### src/rtl/clock_ratio_monitor.sv
// clock_ratio_monitor
// Receive-side checker for a divided clock derived from clkin. The divided
// signal is treated as data: it is synchronised, its rising edges are found,
// and the rise-to-rise period and high time are measured in clkin cycles.
// Lock is declared after LOCK_CNT consecutive periods equal expected_div;
// mismatches while locked and stalls longer than MAX_DIV cycles are flagged.
module clock_ratio_monitor #(
    parameter int MAX_DIV  = 16,
    parameter int LOCK_CNT = 4,
    parameter int CNT_W    = $clog2(MAX_DIV + 1)
) (
    input  logic             clkin,
    input  logic             reset,
    input  logic             enable,
    input  logic             div_in,
    input  logic [CNT_W-1:0] expected_div,
    input  logic             clr_err,
    output logic [CNT_W-1:0] period,
    output logic [CNT_W-1:0] high_time,
    output logic             meas_valid,
    output logic             locked,
    output logic             ratio_err,
    output logic             timeout
);

    localparam int MC_W = $clog2(LOCK_CNT + 1);
    localparam logic [MC_W-1:0]  LOCK_MAX = MC_W'(LOCK_CNT);
    localparam logic [CNT_W-1:0] PCNT_MAX = CNT_W'(MAX_DIV);

    typedef enum logic [1:0] {
        IDLE    = 2'd0,
        ACQUIRE = 2'd1,
        TRACK   = 2'd2
    } state_t;

    state_t           state_q;
    logic             s1_q, s2_q, s3_q;
    logic [CNT_W-1:0] pcnt_q, hcnt_q;
    logic [MC_W-1:0]  match_cnt_q;
    logic [CNT_W-1:0] period_q, high_time_q;
    logic             meas_valid_q, locked_q, ratio_err_q, timeout_q;

    logic             rise;
    logic             match;
    logic [CNT_W-1:0] pcnt_d, hcnt_d;
    logic [MC_W-1:0]  match_cnt_d;

    // Saturating increment of the consecutive-match counter
    function automatic logic [MC_W-1:0] sat_inc(input logic [MC_W-1:0] v);
        if (v >= LOCK_MAX) begin
            return LOCK_MAX;
        end
        return v + MC_W'(1);
    endfunction

    // Edge detect and next-count values derived from the current registers
    always_comb begin
        rise        = s2_q & ~s3_q;
        // expected_div of 0 or beyond MAX_DIV is unreachable, so it never matches
        match       = (expected_div != '0) && (int'(expected_div) <= MAX_DIV) &&
                      (pcnt_q == expected_div);
        pcnt_d      = pcnt_q + CNT_W'(1);
        hcnt_d      = hcnt_q + CNT_W'(s2_q);
        match_cnt_d = sat_inc(match_cnt_q);
    end

    // Synchroniser, measurement FSM, lock tracking and sticky error flags
    always_ff @(posedge clkin) begin
        if (reset) begin
            state_q      <= IDLE;
            s1_q         <= 1'b0;
            s2_q         <= 1'b0;
            s3_q         <= 1'b0;
            pcnt_q       <= '0;
            hcnt_q       <= '0;
            match_cnt_q  <= '0;
            period_q     <= '0;
            high_time_q  <= '0;
            meas_valid_q <= 1'b0;
            locked_q     <= 1'b0;
            ratio_err_q  <= 1'b0;
            timeout_q    <= 1'b0;
        end else begin
            s1_q         <= div_in;
            s2_q         <= s1_q;
            s3_q         <= s2_q;
            meas_valid_q <= 1'b0;

            // Clear first; any set later in this block overrides it
            if (clr_err) begin
                ratio_err_q <= 1'b0;
                timeout_q   <= 1'b0;
            end

            if (!enable) begin
                state_q     <= IDLE;
                locked_q    <= 1'b0;
                match_cnt_q <= '0;
                pcnt_q      <= '0;
                hcnt_q      <= '0;
            end else begin
                case (state_q)
                    IDLE: begin
                        pcnt_q  <= '0;
                        hcnt_q  <= '0;
                        state_q <= ACQUIRE;
                    end
                    ACQUIRE: begin
                        // First rise only aligns the counters; no period yet
                        if (rise) begin
                            state_q <= TRACK;
                            pcnt_q  <= CNT_W'(1);
                            hcnt_q  <= CNT_W'(1);
                        end
                    end
                    TRACK: begin
                        if (rise) begin
                            period_q     <= pcnt_q;
                            high_time_q  <= hcnt_q;
                            meas_valid_q <= 1'b1;
                            pcnt_q       <= CNT_W'(1);
                            hcnt_q       <= CNT_W'(1);
                            if (match) begin
                                match_cnt_q <= match_cnt_d;
                                if (match_cnt_d == LOCK_MAX) begin
                                    locked_q <= 1'b1;
                                end
                            end else begin
                                match_cnt_q <= '0;
                                locked_q    <= 1'b0;
                                if (locked_q) begin
                                    ratio_err_q <= 1'b1;
                                end
                            end
                        end else if (pcnt_q == PCNT_MAX) begin
                            // Stalled divider: drop lock and re-acquire
                            timeout_q   <= 1'b1;
                            locked_q    <= 1'b0;
                            match_cnt_q <= '0;
                            pcnt_q      <= '0;
                            hcnt_q      <= '0;
                            state_q     <= ACQUIRE;
                        end else begin
                            pcnt_q <= pcnt_d;
                            hcnt_q <= hcnt_d;
                        end
                    end
                    default: begin
                        state_q <= IDLE;
                    end
                endcase
            end
        end
    end

    assign period     = period_q;
    assign high_time  = high_time_q;
    assign meas_valid = meas_valid_q;
    assign locked     = locked_q;
    assign ratio_err  = ratio_err_q;
    assign timeout    = timeout_q;

endmodule

### config.mk
export PLATFORM = sky130hd
export DESIGN_NAME = clock_ratio_monitor
export DESIGN_NICKNAME = d
export VERILOG_FILES = /design/src/rtl/clock_ratio_monitor.sv
export SDC_FILE = /design/constraint.sdc
export NUM_CORES = 1
export LEC_CHECK = 0
export BUFFER_PORTS_ARGS = -buffer_cell sky130_fd_sc_hd__buf_2
export CORE_UTILIZATION = 60
export CTS_BUF_LIST = sky130_fd_sc_hd__clkbuf_16
export DETAILED_ROUTE_END_ITERATION = 10
export GPL_ROUTABILITY_DRIVEN = 0
export PLACE_DENSITY = 0.88
export SETUP_SLACK_MARGIN = 0.5
export SLEW_MARGIN = 15
export SYNTH_ARGS = -nofsm -noshare
export SYNTH_HDL_FRONTEND = slang
export SYNTH_SLANG_ARGS = --single-unit
### constraint.sdc
create_clock -name clkin -period 3 [get_ports clkin]
set_input_delay 0.15 -clock clkin [delete_from_list [all_inputs] [get_ports clkin]]
set_output_delay 0.15 -clock clkin [all_outputs]
set_load 0.02 [all_outputs]
==> out/summary.log <==
[status] outcome finished, final reports clean
[floorplan] I/O pin total 24
[layout] nets@finish 231
[timing] worst hold slack 0.0785 ns
[logic_synthesis] Synth Net Count 209
[power] maximum VDD drop 0.566 mV
[floorplan] initial standard-cell utilization of the core 0.638
[grt] pin count of the biggest net entering global routing 19
[worst_setup_path] worst reg2reg endpoint hcnt_q[3]$_SDFFE_PP0P_
[timing] worst slew pin tran 0.611 ns
[logic_synthesis] sequential cell area fraction in the yosys report 0.405
[routing] Initial DRT Pass Iterations 4
[worst_hold_path] Worst Hold Endpoint s1_q$_SDFF_PP0_
[cts] H-tree lvl count 2
[grt] initial antenna violation count 0
[routing] final routed wire length divided by cell count 16.5 um
[cts] cts hold-fix bufs 0
[timing] total negative setup slack 0 ns
[cts] number of CTS-inserted buffers 5
[power] static power due to leakage 0.755 nW
[logic_synthesis] proportion of synthesized flip-flops having asynchronous set or reset 0
[grt] global-route usage over all layers 0.317
[logic_synthesis] post-synth cell types 39
[timing] final count of pins violating max slew 0
[cts] clock transition at the register clock pins on the worst setup and hold paths after CTS 0.05 ns
[power] part of the power in the clock network 0.543
[worst_setup_path] type of destination of the critical path register
[power] pwr/cell area 564 nW/um^2
[floorplan] floorplan die width 53.3 um
[logic_synthesis] synthesized flop and latch total 32
[power] Switch Pwr 216 uW
[layout] leading cell type in the layout, fill and taps excluded sky130_fd_sc_hd__dfxtp_1
[grt] vias in the first global route 1392
[worst_hold_path] worst hold path class in -> reg
[layout] share of final-layout standard cells stronger than drive strength 1 0.175
[timing] period utilization 0.673
[cts] Root Driver sky130_fd_sc_hd__clkbuf_16
[floorplan] overall die height 53.3 um
[layout] most frequent cells in the layout sky130_fd_sc_hd__dfxtp_1 (32), sky130_fd_sc_hd__nand2_1 (30), sky130_fd_sc_hd__buf_2 (23), sky130_fd_sc_hd__a21oi_1 (21), sky130_fd_sc_hd__nand3_1 (16)
[logic_synthesis] Primary FF master, synth sky130_fd_sc_hd__dfxtp_1
[worst_setup_path] FF-to-FF setup slack 0.98 ns
[placement] final HPWL from detailed placement 2560 um
[grt] wire length of the first global-routing pass 6260 um
[floorplan] area of the die 2850 um^2
[job] reported max-cap violation count 0
[logic_synthesis] number of cells produced by synthesis 189
[power] fraction of power consumed by sequential logic 0.412
[timing] count of final setup violators 0
[cts] buffers inserted by post-CTS timing repair 0
[worst_setup_path] launching element of the worst setup path pcnt_q[0]$_SDFFE_PP0P_
[cts] post-cts resize count 0
[routing] total wire length 4000 um
[layout] area growth from synthesis to final layout 17.4%
[routing] DRC Markers 0
[timing] RSZ-0062 raised after global routing false
[timing] timing-limited maximum frequency 495 MHz
[worst_setup_path] required time worst endpoint 3.19 ns
[grt] total congestion overflow after global routing 0
[floorplan] Core Box Area 2480 um^2
[floorplan] total number of placement rows 18
[worst_setup_path] depth of the worst register-to-register path 6
[routing] via count of the routed design 1507
[routing] number of vias per cell 6.23
[worst_setup_path] worst reg2reg path startpoint pcnt_q[0]$_SDFFE_PP0P_
[worst_setup_path] element type at the critical path start register
[power] total internal power 831 uW
[logic_synthesis] post-synth design cell area 1580 um^2
[cts] Worst-Skew Late Latency 0.28 ns
[cts] maximum clock path buffer count 2
[worst_setup_path] critical path peak fanout 11
[cts] clock sink total 32
[worst_hold_path] worst hold start div_in
[timing] hold violation count in the final report 0
[logic_synthesis] number of enable-type register cells in the synthesized netlist 0
[routing] ANT nets after route 0
[worst_setup_path] data arrival at the endpoint of the critical path 2.21 ns
[logic_synthesis] number of warnings printed during yosys synthesis 0
[worst_hold_path] instance count along the most critical hold path 2
[logic_synthesis] Post-Synthesis Mean Instance Area 8.37 um^2
[power] proportion of total power due to net switching 0.206
[placement] count of input and output buffers 23
[timing] Final Skew 0.00342 ns
[timing] shortest clock period the worst path allows after layout 2.02 ns
[power] Logic pwr share 0.045
[worst_setup_path] kind of critical path reg -> reg
[cts] clock tree from TritonCTS done
[timing] worst slew margin relative to its limit 0.593
[routing] detailed router's first-iteration violation count 62
[layout] n_diodes 0
==> routing by layer <==
layer	global-route usage	wire, um	vias to the layer above	share of wire
met5	0	0	-	0
met4	0.202	147	0	0.037
met3	0.101	332	17	0.083
met2	0.506	1960	89	0.49
met1	0.359	1560	694	0.39
li1	-	-	707	-
==> through the flow <==
stage	setup slack, ns	instances	util	area, um^2	power [mW]
2_1_floorplan	1.34	189	-	1580	0.471
3_3_place_gp	1.18	234	0.683	1690	0.482
3_5_place_dp	1.08	234	0.683	1690	0.485
6_report	0.982	242	0.749	1860	1.05
5_1_grt	0.893	242	0.749	1860	1.07
4_1_cts	1.01	242	0.749	1860	1.05
==> cells by family (layout without fill, tap and decap cells) <==
| group | after synthesis | after routing | synth area share |
|---|---|---|---|
| simple gates | 79 | 79 | 0.252 |
| fa+ha+maj | 10 | 10 | 0.0791 |
| mux | 1 | 1 | 0.00633 |
| xor+xnor | 4 | 4 | 0.0221 |
| compound gates | 45 | 45 | 0.186 |
| buf+inv | 18 | 41 | 0.0498 |
| flops | 32 | 32 | 0.405 |
==> power groups by stage <==
| stage | Clock [mW] | Combinational [mW] | Sequential, mW |
|---|---|---|---|
| global placement | 0 | 0.0428 | 0.440 |
| CTS | 0.569 | 0.0460 | 0.431 |
| finish | 0.568 | 0.0472 | 0.431 |
| global route | 0.592 | 0.0511 | 0.431 |
| floorplan | 0 | 0.0311 | 0.439 |
| detailed placement | 0 | 0.0452 | 0.440 |
==> area by class of cell <==
class | count | area (um^2)
Sequential cell | 32 | 641
Fill cell | 181 | 621
Clock buffer | 5 | 125
Timing Repair Buffer | 23 | 115
Inverter | 10 | 37.5
Clock inverter | 3 | 38.8
Multi-Input combinational cell | 139 | 862
Tap cell | 30 | 37.5
==> synth_stat cells (all sizes together) (2+ instances only) <==
library cell,instances,area [um^2]
buf,3,22.5
xor2,4,35.0
nand3,16,80.1
a31oi,6,52.6
o22ai,2,12.5
nor4,2,12.5
a21o,2,15.0
ha,10,125
nand2b,5,31.3
or3,2,12.5
o21ai,6,30.0
inv,10,37.5
clkbuf,5,18.8
nor2b,5,31.3
nor3,2,10.0
nand2,30,113
a21oi,22,114
and4b,2,20.0
nor2,8,30.0
dfxtp,32,641
==> critical path, stage by stage (launching register included) <==
cell	delay [ns]
sky130_fd_sc_hd__dfxtp_1	0.47
sky130_fd_sc_hd__inv_1	0.09
sky130_fd_sc_hd__ha_1	0.20
sky130_fd_sc_hd__and4bb_4	0.22
sky130_fd_sc_hd__and4b_1	0.54
sky130_fd_sc_hd__nand2b_1	0.13
sky130_fd_sc_hd__a311oi_2	0.27
==> how the worst max path moves through the flow <==
stage / slack, ns / endpoint / cells past startpoint
floorplan: 1.34 / hcnt_q[3]$_SDFFE_PP0P_ / 7
detailed placement: 1.08 / hcnt_q[3]$_SDFFE_PP0P_ / 6
global placement: 1.18 / hcnt_q[3]$_SDFFE_PP0P_ / 6
global route: 0.89 / hcnt_q[3]$_SDFFE_PP0P_ / 6
finish: 0.98 / hcnt_q[3]$_SDFFE_PP0P_ / 6
CTS: 1.01 / hcnt_q[3]$_SDFFE_PP0P_ / 6
==> flip-flops by register name (all words and copies together), names as in the netlist <==
register,cells
hcnt_q,5
high_time,5
pcnt_q,5
period,5
match_cnt_q,3
state_q,2
locked,1
meas_valid,1
ratio_err,1
s1_q,1
s2_q,1
s3_q,1
timeout,1
No activity file was read; power rests on OpenSTA's default activity.
